## src/rtl/uart_rx.sv

```systemverilog
`default_nettype none
// ============================================================================
//  Module   : uart_rx
//  Brief    : 8N1 UART receiver driven by a 16x oversample tick (BCLK).
//             Samples mid-bit, strobes each good byte for one clk, flags
//             framing errors and rejects glitch start bits.
//  Revision : 1.0 - initial release
// ============================================================================
module uart_rx #(
  parameter int DATA_BITS  = 8,
  parameter int OVERSAMPLE = 16
) (
  input  logic                 clk,
  input  logic                 reset,
  input  logic                 BCLK,
  input  logic                 rx,
  output logic [DATA_BITS-1:0] data_out,
  output logic                 data_valid,
  output logic                 framing_err,
  output logic                 busy
);

  localparam int TW = $clog2(OVERSAMPLE);
  localparam int BW = $clog2(DATA_BITS + 1);

  // Tick count of the mid start bit and of a full bit period.
  localparam logic [TW-1:0] T_MID  = TW'(OVERSAMPLE / 2 - 1);
  localparam logic [TW-1:0] T_END  = TW'(OVERSAMPLE - 1);
  localparam logic [BW-1:0] B_LAST = BW'(DATA_BITS - 1);

  typedef enum logic [2:0] {
    S_IDLE  = 3'd0,
    S_START = 3'd1,
    S_DATA  = 3'd2,
    S_STOP  = 3'd3,
    S_BREAK = 3'd4
  } state_t;

  state_t                state, state_n;
  logic [TW-1:0]         tcnt, tcnt_n;
  logic [BW-1:0]         bcnt, bcnt_n;
  logic [DATA_BITS-1:0]  shreg, shreg_n;
  logic [DATA_BITS-1:0]  data_out_n;
  logic                  valid_n, ferr_n;
  logic                  rx_meta, rx_s;

  // Two-flop synchronizer for the asynchronous line; idles high out of reset.
  always_ff @(posedge clk) begin
    if (reset) begin
      rx_meta <= 1'b1;
      rx_s    <= 1'b1;
    end else begin
      rx_meta <= rx;
      rx_s    <= rx_meta;
    end
  end

  // State, counters, shift register and registered strobes.
  always_ff @(posedge clk) begin
    if (reset) begin
      state       <= S_IDLE;
      tcnt        <= '0;
      bcnt        <= '0;
      shreg       <= '0;
      data_out    <= '0;
      data_valid  <= 1'b0;
      framing_err <= 1'b0;
    end else begin
      state       <= state_n;
      tcnt        <= tcnt_n;
      bcnt        <= bcnt_n;
      shreg       <= shreg_n;
      data_out    <= data_out_n;
      data_valid  <= valid_n;
      framing_err <= ferr_n;
    end
  end

  // Next-state logic: counters advance only on BCLK; BREAK waits for line high.
  always_comb begin
    state_n    = state;
    tcnt_n     = tcnt;
    bcnt_n     = bcnt;
    shreg_n    = shreg;
    data_out_n = data_out;
    valid_n    = 1'b0;
    ferr_n     = 1'b0;
    case (state)
      S_IDLE: begin
        // BCLK on the entry cycle is deliberately not counted.
        if (!rx_s) begin
          state_n = S_START;
          tcnt_n  = '0;
        end
      end
      S_START: begin
        if (BCLK) begin
          if (tcnt == T_MID) begin
            tcnt_n = '0;
            if (!rx_s) begin
              state_n = S_DATA;
              bcnt_n  = '0;
            end else begin
              state_n = S_IDLE;  // glitch, not a real start bit
            end
          end else begin
            tcnt_n = tcnt + 1'b1;
          end
        end
      end
      S_DATA: begin
        if (BCLK) begin
          if (tcnt == T_END) begin
            // LSB-first line order: shift right, new bit enters at MSB.
            shreg_n = DATA_BITS'({rx_s, shreg} >> 1);
            tcnt_n  = '0;
            bcnt_n  = bcnt + 1'b1;
            if (bcnt == B_LAST) begin
              state_n = S_STOP;
            end
          end else begin
            tcnt_n = tcnt + 1'b1;
          end
        end
      end
      S_STOP: begin
        if (BCLK) begin
          if (tcnt == T_END) begin
            tcnt_n = '0;
            // Leaving at mid stop bit lets a back-to-back start edge be seen.
            if (rx_s) begin
              data_out_n = shreg;
              valid_n    = 1'b1;
              state_n    = S_IDLE;
            end else begin
              ferr_n  = 1'b1;
              state_n = S_BREAK;
            end
          end else begin
            tcnt_n = tcnt + 1'b1;
          end
        end
      end
      S_BREAK: begin
        if (rx_s) begin
          state_n = S_IDLE;
        end
      end
      default: begin
        state_n = S_IDLE;
      end
    endcase
  end

  assign busy = (state != S_IDLE);

endmodule
`default_nettype wire

```

## config.mk

```make
export PLATFORM = sky130hd
export DESIGN_NAME = uart_rx
export DESIGN_NICKNAME = d
export VERILOG_FILES = /design/src/rtl/uart_rx.sv
export SDC_FILE = /design/constraint.sdc
export NUM_CORES = 1
export LEC_CHECK = 0
export CAP_MARGIN = 30
export CORE_ASPECT_RATIO = 1.5
export CORE_MARGIN = 4
export CORE_UTILIZATION = 49
export DETAILED_ROUTE_END_ITERATION = 6
export GPL_TIMING_DRIVEN = 0
export PLACE_DENSITY = 0.82
export SETUP_SLACK_MARGIN = 0.4
export SYNTH_ARGS = -nofsm -noshare
export SYNTH_HDL_FRONTEND = slang
export SYNTH_SLANG_ARGS = --single-unit
```

## constraint.sdc

```tcl
create_clock -name clk -period 1.75 [get_ports clk]
set_input_delay 0.525 -clock clk [delete_from_list [all_inputs] [get_ports clk]]
set_output_delay 0.525 -clock clk [all_outputs]
set_load 0.1 [all_outputs]
```

**After elaboration in Yosys (flattened, before gate mapping)**

Cells that the tools add are included.

- Add/sub/neg operators: 2
- Equal/unequal tests: 18
- Muxes and demuxes: 25
- Bitwise gates (word level): 3
- Reduce and logical (&&, ||, !) cells: 11

Operators by type and width:

| operator | count |
|---|---|
| $mux W4 | 9 |
| $mux W3 | 10 |
| $ne A2 B2 Y1 const B | 10 |
| $pmux W3 S5 | 1 |
| $pmux W4 S3 | 1 |
| $reduce_and A9 Y1 | 1 |
| $add A4 B1 Y4 const B | 2 |
| $eq A4 B3 Y1 const B | 2 |
| $pmux W4 S2 | 1 |
| $reduce_and A4 Y1 | 2 |
| $eq A3 B2 Y1 const B | 2 |
| $reduce_and A6 Y1 | 1 |
| $reduce_bool A3 Y1 | 2 |
| $eq A4 B4 Y1 const B | 1 |
| $reduce_or A4 Y1 | 1 |
| $eq A3 B1 Y1 const B | 1 |
| $eq A3 B3 Y1 const B | 1 |
| $logic_not A3 Y1 | 1 |
| $not A1 Y1 | 3 |
| $reduce_and A3 Y1 | 1 |
| $mux W1 | 2 |
| $mux W2 | 1 |
| $ne A2 B1 Y1 const B | 1 |
| $reduce_bool A2 Y1 | 1 |
| $reduce_or A2 Y1 | 1 |

- Register bits: 31
- Input bits: 4
- Output and inout bits: 11
- Word-level logic and storage cells: 68

**Depth between registers and ports, before layout**

Gate-level depths: netlist of run 1.

- Depth after elaboration: 5
- Depth in mapped cells: 6
- Gate-level depth less buffers: 6

**Worst setup path after synthesis of run 1**

OpenSTA, ideal clock, no wires.

- Kind: register to output
- Start point: register state[0]
- End point: output busy
- Arrival time: 1.239 ns
- Required time: 1.225 ns
- Path slack: -0.014 ns
- Stages on the path, launching flop included: 4
- Path buffers: 1
- Path through: dfxtp_1 buf_2 nor2_1 nand2_1

- Longest elaborated chain between the ends: 1

Ends and longest elaborated chain:

| item | RTL line | RTL |
|---|---|---|
| start: declaration | 39 | `state_t state, state_n;` |
| start signal: assignment | 69 | `state <= state_n;` |
| $reduce_bool A3 Y1 | 155 | `assign busy = (state != S_IDLE);` |
| end: declaration | 20 | `output logic busy` |

No other way between the ends.

**Worst setup path in the final report of run 1**

- Start point: register tcnt[0]
- End point: register shreg[4]

- Longest elaborated chain between the ends: 2

Ends and longest elaborated chain:

| item | RTL line | RTL |
|---|---|---|
| start: declaration | 40 | `logic [TW-1:0] tcnt, tcnt_n;` |
| start signal: assignment | 70 | `tcnt <= tcnt_n;` |
| $eq A4 B4 Y1 | 113 | `if (tcnt == T_END) begin` |
| $reduce_and A3 Y1 (no source line) | n/a |  |
| end signal: assignment | 72 | `shreg <= shreg_n;` |
| end: declaration | 42 | `logic [DATA_BITS-1:0] shreg, shreg_n;` |

No other way between the ends.
A chain may end at the register's enable or synchronous reset.

==> impl_metrics.env, run 1 <==
export IMPL_gp_congestion=0.906
export IMPL_area_growth_pct=54.9
export IMPL_relSlewSlack=0.557
export IMPL_cpLargestDelayFamily="compound AO/OA/AOI/OAI gates"
export IMPL_port_buffers=13
export IMPL_ys_types=42
export IMPL_endpoint_kind="flop"
export IMPL_worst_ep_arrival_time_ps=1970
export IMPL_ant_nets=0
export IMPL_place_area_um2=1620
export IMPL_met3_length_um=236
export IMPL_intPower_uw=1780
export IMPL_path_cells="ha_4 -> nand3b_1 -> a221o_2 -> nor2_4 -> mux2i_1 -> nor2_1"
export IMPL_htreeDepth=2
export IMPL_crit_buf_inv=0
export IMPL_power_leakage_uw=0.000750
export IMPL_vias_per_cell=5.79
export IMPL_row_count=23
export IMPL_synth_flop_cell="dfxtp_1"
export IMPL_fin_ws_ps=-67.4
export IMPL_rsz0062_at_grt="true"
export IMPL_via_count=1331
export IMPL_clkPwrFrac=0.200
export IMPL_synth_area_um2=1380
export IMPL_ys_seq_elements=31
export IMPL_drt_pass1_iter_count=4
export IMPL_synth_edf_count=0
export IMPL_core_um2=2680
export IMPL_whs_ps=414
export IMPL_dp_cells=207
export IMPL_cp_start_kind="flop"
export IMPL_critPathSlowestCell="a221o_2"
export IMPL_final_net_count=199
export IMPL_synth_avg_cell_area_um2=8.77
export IMPL_clk_path_buf_depth=2
export IMPL_fin_cells=230
export IMPL_critical_path_class="reg -> reg"
export IMPL_cts_tree="done"
export IMPL_drc=0
export IMPL_ios=15
export IMPL_p_seq_frac=0.279
export IMPL_design_area_um2=2130
export IMPL_min_period_ps=1820
export IMPL_wl_met2_um=2400
export IMPL_die_h_um=72.9
export IMPL_synth_cells=157
export IMPL_avgRoutedWirePerCell_um=19.0
export IMPL_async_flop_share=0
export IMPL_first_global_vias=1298
export IMPL_multiInputGateArea_um2=903
export IMPL_clkTransAtPathRegs_ps=60
export IMPL_status="finished, violations left"
export IMPL_start_util=0.515
export IMPL_setup_viol=3
export IMPL_top_layer="met4"
export IMPL_drive_gt1_frac=0.534
export IMPL_numCtsBuffers=5
export IMPL_power_density_nw_per_um2=1380
export IMPL_maxCapViolCount=0
export IMPL_synthesis_nets=163
export IMPL_ys_seq_area_frac=0.450
export IMPL_violations="negative setup slack"
export IMPL_cts_sinks=31
export IMPL_clock_latency_ps=300
export IMPL_drt_initial_drc_count=41
export IMPL_fin_skew_ps=11.2
export IMPL_root_buffer="clkbuf_8"
export IMPL_layout_commonest_cell="dfxtp_1"
export IMPL_fin_crit_sh=1.04
export IMPL_pwr_share_comb=0.521
export IMPL_critPathRequiredTime_ps=1910
export IMPL_max_stage_delay_ps=480
export IMPL_swShare=0.395
export IMPL_grt_antenna_before_repair=0
export IMPL_track_usage=0.213
export IMPL_min_path_type="reg -> reg"
export IMPL_grt_pass1_wl_um=5840
export IMPL_n_fill_cell=145
export IMPL_hpwlAfterDp_um=2110
export IMPL_overflow=0
export IMPL_wl_met1_um=1540
export IMPL_drv_slew=0
export IMPL_die_area_um2=3740
export IMPL_worst_pin_slew_ps=665
export IMPL_ir_drop_uv=1350
export IMPL_max_clock_freq_ghz=0.550
export IMPL_cp_max_fo=5
export IMPL_antenna_cells=0
export IMPL_grt_max_degree=11
export IMPL_ys_warn_count=0
export IMPL_hold_viol=0
export IMPL_layout_common_cells="16 x dfxtp_1, 15 x nor2_1, 14 x dfxtp_2"
export IMPL_switchingPower_uw=1160
export IMPL_dieWidth_um=51.3
export IMPL_seq_area_um2=642
export IMPL_wl_um=4370
cells in the mapped netlist (3+ instances only):
master | number | area share
dfxtp_1 | 31 | 0.45
nor2_1 | 17 | 0.046
a21oi_1 | 16 | 0.058
nand3_1 | 13 | 0.047
nand2_1 | 12 | 0.033
mux2i_1 | 8 | 0.058
inv_1 | 5 | 0.014
buf_2 | 4 | 0.015
nor3_1 | 4 | 0.015
o21ai_0 | 4 | 0.015
clkbuf_1 | 3 | 0.0082
nor2b_1 | 3 | 0.014
through the flow:
stage	worst slack, ps	TNS [ps]	total power (µW)	utilization
after detailed placement	-642	-12400	1790	0.605
after CTS	57.0	0	2630	0.726
after global routing	-111	-441	3070	0.797
after global placement	-638	-11710	1760	0.605
after floorplan	193	0	1630	-
final	-67.4	-89.3	2940	0.797
what timing repair did:
action                     4_1_cts  5_1_grt
pin swaps                       10       10
hold buffers                     0        0
setup endpoints to repair       40       40
cloned                           2        0
resized for setup              114       39
setup buffers                    8        6
kinds of logic (layout without fill, tap and decap cells):
kind of cell | after synthesis | after routing | share of synthesized area
AOI/OAI and AO/OA | 32 | 32 | 0.148
xor gates and xnor gates | 3 | 3 | 0.0191
adders and majority gates | 2 | 2 | 0.0182
buffers and inverters | 15 | 50 | 0.0554
DFF | 31 | 31 | 0.451
muxes | 8 | 8 | 0.0581
and+or+nand+nor | 66 | 67 | 0.251
power groups by stage:
stage / logic (µW) / registers, µW / clock network (µW)
after detailed placement: 968 / 822 / 0
after global routing: 1620 / 829 / 623
after CTS: 1240 / 814 / 571
final: 1530 / 822 / 587
after global placement: 937 / 820 / 0
after floorplan: 816 / 815 / 0
final timing paths:
kind | startpoint | to | slack [ps] | cells past startpoint
worst max-delay path | tcnt[0]$_SDFFE_PP0P_ | shreg[4]$_SDFFE_PP0P_ | -70 | 6
worst min-delay path | rx_meta$_SDFF_PP1_ | rx_s$_SDFF_PP1_ | 410 | 1
worst max register to register | tcnt[0]$_SDFFE_PP0P_ | shreg[4]$_SDFFE_PP0P_ | -70 | 6
worst min register to register | rx_meta$_SDFF_PP1_ | rx_s$_SDFF_PP1_ | 410 | 1
layout make-up:
type | instances | area share
Multi-Input combinational cell | 112 | 0.423
Sequential cell | 31 | 0.301
Timing Repair Buffer | 28 | 0.168
Clock buffer | 6 | 0.0387
Buffer | 9 | 0.0340
Tap cell | 37 | 0.0217
Inverter | 6 | 0.0106
Clock inverter | 1 | 0.00235
routing by layer:
layer,GRT usage,vias up
met5,0,-
met4,0.143,0
met2,0.377,47
li1,-,626
met3,0.0716,14
met1,0.205,644
registers in the layout, indices dropped and copies added (netlist names):
signal / count
data_valid: 1
bcnt: 4
tcnt: 4
data_out: 8
rx_s: 1
shreg: 8
rx_meta: 1
state: 3
framing_err: 1
No activity file was read; power rests on OpenSTA's default activity.
==> inputs of run 2 (changes only) <==
--- a/config.mk
+++ b/config.mk
@@ -5,7 +5,6 @@
 export SDC_FILE = /design/constraint.sdc
 export NUM_CORES = 1
 export LEC_CHECK = 0
-export CAP_MARGIN = 30
 export CORE_ASPECT_RATIO = 1.5
 export CORE_MARGIN = 4
 export CORE_UTILIZATION = 49
==> results of run 2 <==
No change in the layout: final DEF, timing and power equal those of run 1.
==> inputs of run 3 (changes only) <==
--- a/config.mk
+++ b/config.mk
@@ -12,6 +12,7 @@
 export GPL_TIMING_DRIVEN = 0
 export PLACE_DENSITY = 0.82
 export SETUP_SLACK_MARGIN = 0.4
+export SLEW_MARGIN = 10
 export SYNTH_ARGS = -nofsm -noshare
 export SYNTH_HDL_FRONTEND = slang
 export SYNTH_SLANG_ARGS = --single-unit
==> results of run 3 <==
No change in the layout: final DEF, timing and power equal those of run 1.
